### src/rtl/serial_io_hub.sv
// Memory-mapped hub for CHANNELS byte-serial links: per-channel TX/RX FIFOs,
// sticky overflow flags and a level interrupt on pending RX data.
module serial_io_hub_fifo #(
    parameter int DEPTH = 4
) (
    input  logic       i_clk,
    input  logic       i_rst,
    input  logic       i_push,
    input  logic       i_pop,
    input  logic [7:0] i_data,
    output logic [7:0] o_head,
    output logic       o_empty,
    output logic       o_full,
    output logic       o_drop
);
    localparam int AW = $clog2(DEPTH);
    localparam int CW = $clog2(DEPTH + 1);

    logic [7:0]    r_mem [DEPTH];
    logic [AW-1:0] r_wptr, r_rptr;
    logic [CW-1:0] r_cnt;
    logic          w_push, w_pop;

    assign o_empty = (r_cnt == '0);
    assign o_full  = (r_cnt == CW'(DEPTH));
    assign w_pop   = i_pop & ~o_empty;
    // A full FIFO still takes a byte when the head leaves in the same cycle.
    assign w_push  = i_push & (~o_full | w_pop);
    assign o_drop  = i_push & ~w_push;
    assign o_head  = r_mem[r_rptr];

    always_ff @(posedge i_clk) begin
        if (i_rst) begin
            r_wptr <= '0;
            r_rptr <= '0;
            r_cnt  <= '0;
        end else begin
            if (w_push) r_wptr <= r_wptr + AW'(1);
            if (w_pop)  r_rptr <= r_rptr + AW'(1);
            r_cnt <= r_cnt + CW'(w_push) - CW'(w_pop);
        end
    end

    always_ff @(posedge i_clk) begin
        if (w_push) r_mem[r_wptr] <= i_data;
    end
endmodule

module serial_io_hub #(
    parameter int          CHANNELS        = 2,
    parameter int          FIFO_DEPTH      = 4,
    parameter logic [15:0] BASE_ADDR       = 16'hBF00,
    parameter bit          RX_BACKPRESSURE = 1'b1
) (
    input  logic                  i_clk,
    input  logic                  i_rst,
    input  logic [15:0]           i_addr,
    input  logic [15:0]           i_wdata,
    input  logic [1:0]            i_mem_rw,
    output logic [15:0]           o_rdata,
    output logic                  o_hit,
    output logic [8*CHANNELS-1:0] o_tx_data,
    output logic [CHANNELS-1:0]   o_tx_valid,
    input  logic [CHANNELS-1:0]   i_tx_ready,
    input  logic [8*CHANNELS-1:0] i_rx_data,
    input  logic [CHANNELS-1:0]   i_rx_valid,
    output logic [CHANNELS-1:0]   o_rx_ready,
    output logic                  o_irq
);
    localparam logic [15:0] IRQEN_OFF = 16'(2 * CHANNELS);

    logic [15:0]                w_off;
    logic                       w_rd, w_wr, w_irqen_sel, w_stat;
    logic [CHANNELS-1:0]        w_sel, w_stat_rd;
    logic [CHANNELS-1:0]        w_tx_empty, w_tx_full, w_tx_drop;
    logic [CHANNELS-1:0]        w_rx_empty, w_rx_full, w_rx_drop;
    logic [CHANNELS-1:0][7:0]   w_rx_head;
    logic [CHANNELS-1:0]        r_tx_ovf, r_rx_ovf, r_irqen;
    logic                       r_irq;
    logic                       w_unused;

    // Unsigned wrap makes addresses below BASE_ADDR land far out of window.
    assign w_off       = i_addr - BASE_ADDR;
    assign o_hit       = (w_off <= IRQEN_OFF);
    assign w_irqen_sel = o_hit & (w_off == IRQEN_OFF);
    assign w_stat      = w_off[0];
    assign w_rd        = (i_mem_rw == 2'b01);
    assign w_wr        = (i_mem_rw == 2'b10);
    assign w_unused    = &{1'b0, i_wdata[15:8]};

    for (genvar n = 0; n < CHANNELS; n++) begin : g_ch
        logic w_tx_push, w_rx_push, w_rx_pop;

        assign w_sel[n]     = o_hit & ~w_irqen_sel & (w_off[15:1] == 15'(n));
        assign w_tx_push    = w_wr & w_sel[n] & ~w_stat;
        assign w_rx_pop     = w_rd & w_sel[n] & ~w_stat;
        assign w_stat_rd[n] = w_rd & w_sel[n] & w_stat;
        assign o_tx_valid[n] = ~w_tx_empty[n] & ~i_rst;
        assign o_rx_ready[n] = RX_BACKPRESSURE ? (~w_rx_full[n] & ~i_rst) : 1'b1;
        assign w_rx_push    = i_rx_valid[n] & o_rx_ready[n];

        serial_io_hub_fifo #(.DEPTH(FIFO_DEPTH)) u_tx (
            .i_clk(i_clk), .i_rst(i_rst),
            .i_push(w_tx_push), .i_pop(o_tx_valid[n] & i_tx_ready[n]),
            .i_data(i_wdata[7:0]), .o_head(o_tx_data[8*n +: 8]),
            .o_empty(w_tx_empty[n]), .o_full(w_tx_full[n]), .o_drop(w_tx_drop[n])
        );

        serial_io_hub_fifo #(.DEPTH(FIFO_DEPTH)) u_rx (
            .i_clk(i_clk), .i_rst(i_rst),
            .i_push(w_rx_push), .i_pop(w_rx_pop),
            .i_data(i_rx_data[8*n +: 8]), .o_head(w_rx_head[n]),
            .o_empty(w_rx_empty[n]), .o_full(w_rx_full[n]), .o_drop(w_rx_drop[n])
        );
    end

    // Set beats clear when a drop coincides with the STATUS read.
    always_ff @(posedge i_clk) begin
        if (i_rst) begin
            r_tx_ovf <= '0;
            r_rx_ovf <= '0;
            r_irqen  <= '0;
            r_irq    <= 1'b0;
        end else begin
            r_tx_ovf <= (r_tx_ovf & ~w_stat_rd) | w_tx_drop;
            r_rx_ovf <= (r_rx_ovf & ~w_stat_rd) | w_rx_drop;
            if (w_wr & w_irqen_sel) r_irqen <= i_wdata[CHANNELS-1:0];
            r_irq <= |(r_irqen & ~w_rx_empty);
        end
    end

    assign o_irq = r_irq;

    always_comb begin
        o_rdata = 16'h0000;
        if (w_irqen_sel) o_rdata[CHANNELS-1:0] = r_irqen;
        for (int n = 0; n < CHANNELS; n++) begin
            if (w_sel[n]) begin
                if (w_stat)
                    o_rdata[3:0] = {r_tx_ovf[n], r_rx_ovf[n], ~w_rx_empty[n], ~w_tx_full[n]};
                else if (!w_rx_empty[n])
                    o_rdata[7:0] = w_rx_head[n];
            end
        end
    end
endmodule

### config.mk
export PLATFORM = sky130hd
export DESIGN_NAME = serial_io_hub
export DESIGN_NICKNAME = d
export VERILOG_FILES = /design/src/rtl/serial_io_hub.sv
export SDC_FILE = /design/constraint.sdc
export NUM_CORES = 1
export LEC_CHECK = 0
export ABC_AREA = 1
export ABC_CLOCK_PERIOD_IN_PS = 3270
export CAP_MARGIN = 10
export CORE_ASPECT_RATIO = 0.8
export CORE_UTILIZATION = 52
export CTS_BUF_LIST = sky130_fd_sc_hd__clkbuf_4
export CTS_CLUSTER_DIAMETER = 80
export CTS_CLUSTER_SIZE = 24
export DETAILED_ROUTE_END_ITERATION = 16
export HOLD_SLACK_MARGIN = 0.12
export PLACE_DENSITY = 0.87
export SLEW_MARGIN = 20
export SYNTH_ARGS = -nofsm -noshare
export SYNTH_HDL_FRONTEND = slang
export SYNTH_HIERARCHICAL = 1
export SYNTH_SLANG_ARGS = --single-unit
### constraint.sdc
create_clock -name i_clk -period 3.27 [get_ports i_clk]
set_clock_uncertainty 0.15 [all_clocks]
set_input_delay 0.654 -clock i_clk [delete_from_list [all_inputs] [get_ports i_clk]]
set_output_delay 0.654 -clock i_clk [all_outputs]
set_load 0.05 [all_outputs]
==> flow_summary.yaml <==
cts:
  cts_tree: "built"
  cts.sinks: 171
  root_buffer: "clkbuf_4"
  cts_buffers: 17
  clk_path_buf_depth: 2
  path_clk_slew_ps: 150
  clk_latency_ps: 570
  ctsHtreeMaxLevel: 4
critical_path:
  crit_path_cell_trace: "dlygate4sd2_1 > nand3b_1 > nor3b_2 > buf_4 > nand4_4 > nor2_8 > buf_8 > nand2_2 > o211ai_1 > clkbuf_16"
  cp-end-kind: "primary output"
  critPathLaunchType: "input pin"
  cp-endpoint: "o_rdata[0]"
  cp_num_cells: 10
  crit_type: "in2out"
  critPathTopFamily: "buffers and inverters"
  max_stage_delay_ps: 250
  critical_path.startpoint: "i_addr[5]"
  critPathMaxFanout: 8
  reg2reg_from: "g_ch[0].u_rx/r_cnt[1]"
  critPathArrivalTime_ps: 2430
  reg2reg_depth: 11
  crit_buf_inv: 4
  cp.required_ps: 2470
  cp_slowest_cell: "dlygate4sd2_1"
  rrSetupSlack_ps: 880
  r2r_end: "g_ch[0].u_rx/r_cnt[2]"
synthesis:
  synthArstFlopShare_pct: 0
  synthCells: 753
  synth_compound_area_share_pct: 10.36
  synth_common_cells: "130 x nor2_1, 128 x edfxtp_1, 91 x inv_1"
  ys_seq_area_share_pct: 60.20
  netlist.area_leader.share_pct: 49.18
  syn_area_mm2: 0.007815
  yosys.area.top_type: "edfxtp_1"
  synth_area_leaders: "edfxtp_1 49%, dfxtp_1 11%, nor2_1 6.2%"
  synth_seq_cells: 171
  synth_warnings: 6
  synth-xor-area-share_pct: 0.4483
  synth_cell_types: 36
  synth_edf_count: 128
  synthSimpleGateAreaFrac_pct: 17.58
  synth_adder_area_share_pct: 4.547
  synth_top_family_by_area: "simple AND/OR/NAND/NOR gates"
  syn_area_per_cell_um2: 10.38
  yosysMostFrequentCell: "nor2_1"
  synth_ff_type: "edfxtp_1"
  synth_mux_area_share_pct: 0
detailed_routing:
  top_layer: "met4"
  vias: 5896
  drc: 5
  wl_per_cell_um: 15.47
  wl_met3_um: 1162
  wl_met2_um: 8165
  viasPerCell: 5.365
  drt_iter0_drc: 513
  drt-pass1-iter-count: 11
  drt-met1-wl_um: 7335
  final_antenna_net_count: 0
  wirelength_um: 17010
timing:
  drv_slew: 0
  tns_ps: 0
  max_clock_freq_mhz: 308.9
  setup_viol_count_final: 0
  fin_crit_sh_pct: 99.00
  rsz0062_at_grt: "true"
  finalHoldViolCount: 0
  layout_setup_ws_ps: 32.56
  tightest_slew_ps: 533.8
  slew_headroom_pct: 64.30
  fin_crit_ps: 3237
layout:
  fin_nets: 984
  diodes: 0
  fill_cells: 998
  area_growth_pct: 25.49
  seqCellArea_mm2: 0.004711
  stdcell_count: 1099
  drive_gt1_share_pct: 21.42
  multi_input_area_mm2: 0.002780
grt:
  overflow: 0
  grt_pass1_wl_um: 26930
  grt_max_degree: 21
  grt_pass1_vias: 5567
  antenna_found_initial: 0
  grt_util_all_layers_pct: 22.50
floorplan:
  die_w_um: 139.1
  dieArea_mm2: 0.01553
  die_y_um: 111.7
  core_area_mm2: 0.01449
  num_rows: 39
  start_util_pct: 53.92
  io_pins: 94
outcome:
  status: "finished, violations left"
  violations: "DRC"
run:
  drv_cap: 0
power_and_ir_drop:
  leakage_nw: 3.803
  power.density_mw_per_mm2: 415.9
  peakVddDrop_v: 0.0002990
placed_design:
  dp.final_hpwl_um: 11900
  dp_cells: 1064
  port_buffers: 77
  gp_congestion: 0.8327
  pre_cts_slack_ps: -673.7
worst_hold_path:
  min_path_type: "reg2reg"
[logic make-up (layout without fill, tap and decap cells)]
group	after synthesis	after routing
AO/OA/AOI/OAI	140	140
XOR/XNOR	4	4
adder cells (fa/ha/maj)	26	26
buffers and inverters	118	273
flip-flops	171	171
other	1	8
AND/OR/NAND/NOR	293	293
[registers in the layout (all words and copies together), names as in the netlist, named ones only]
name / flops
g_ch.u_rx/r_mem: 64
g_ch.u_tx/r_mem: 64
g_ch.u_rx/r_cnt: 6
g_ch.u_tx/r_cnt: 6
g_ch.u_rx/r_rptr: 4
g_ch.u_rx/r_wptr: 4
g_ch.u_tx/r_rptr: 4
g_ch.u_tx/r_wptr: 4
r_irqen: 2
r_rx_ovf: 2
r_tx_ovf: 2
o_irq: 1
[worst min-delay path by stage]
stage           startpoint               endpoint  slack (ps)  cells after the start
2_1_floorplan  r_tx_ovf[0]            r_tx_ovf[0]         290                      2
5_1_grt              i_rst  g_ch[0].u_tx/r_cnt[0]         340                      2
6_report       r_rx_ovf[1]            r_rx_ovf[1]         330                      2
3_3_place_gp   r_tx_ovf[0]            r_tx_ovf[0]         300                      2
4_1_cts        r_rx_ovf[1]            r_rx_ovf[1]         330                      2
3_5_place_dp   r_rx_ovf[1]            r_rx_ovf[1]         310                      2
[where the power goes]
part / switching, W / internal, W / leakage, nW
Clock: 0.000773 / 0.000562 / 0.175
Sequential: 0.0000192 / 0.00237 / 1.51
Combinational: 0.000221 / 0.000137 / 2.12
Total: 0.00101 / 0.00307 / 3.80
[final cells by class]
cell class,count,area share (%)
clock buffers,18,1.378
clock inverters,14,1.888
inverters,100,3.879
multi-input cells,471,28.35
flip-flops and latches,171,48.04
well taps,184,2.348
repair buffers,141,14.12
[stage by stage]
| stage | hold slack [ps] | util (%) | instance area [um2] | power [W] |
|---|---|---|---|---|
| 2_1_floorplan | 289.3 | - | 7863 | 0.002610 |
| 3_3_place_gp | 300.7 | 63.82 | 9249 | 0.002756 |
| 3_5_place_dp | 306.9 | 63.82 | 9249 | 0.002767 |
| 4_1_cts | 325.7 | 66.64 | 9658 | 0.004079 |
| 5_1_grt | 341.3 | 67.67 | 9807 | 0.004215 |
| 6_report | 326.9 | 67.67 | 9807 | 0.004079 |
[repair_timing]
action                                 CTS  global route
pin swaps                               19            20
resized for setup                       57            48
setup buffers                            2             1
setup endpoints to repair               27            18
hold buffers                             0             0
endpoints found under the hold margin    0             0
[tightest hold or removal path, stage by stage (launching register included)]
cell and delay (ps):
dfxtp_1 340, nand2_1 60, a21oi_1 50
[routing by layer]
layer  GRT usage, %  up-vias
li1               -     2842
met1          30.20     2787
met2          36.16      235
met3          4.731       32
met4          8.593        0
met5              0        -
[layout by cell type, fill, tap and decap left out, types with 3 or more instances in the layout]
master             n
buf_12             8
nand3b_1           3
nand3_2            6
nor2_1           122
o21ai_2           14
ha_1              21
clkinv_1           4
clkbuf_4          19
inv_1             87
nand2_1           74
nand3_4            5
nor3b_1            4
nand2_2           16
clkdlybuf4s15_1    5
buf_4             60
clkdlybuf4s50_1   41
dlygate4sd2_1      4
dfxtp_2            5
o21ai_1            8
o21ai_0           50
xor2_1             4
bufinv_16          3
dlymetal6s2s_1    12
nand2_4            4
nor2_4             8
or2_2              3
nor2_2             6
o22ai_1           33
buf_6              4
a21oi_1           26
inv_2              9
nand3_1           33
conb_1             8
dfxtp_1           38
edfxtp_1         128
inv_8              5
fa_1               4
(Power assumes the default switching activity.)
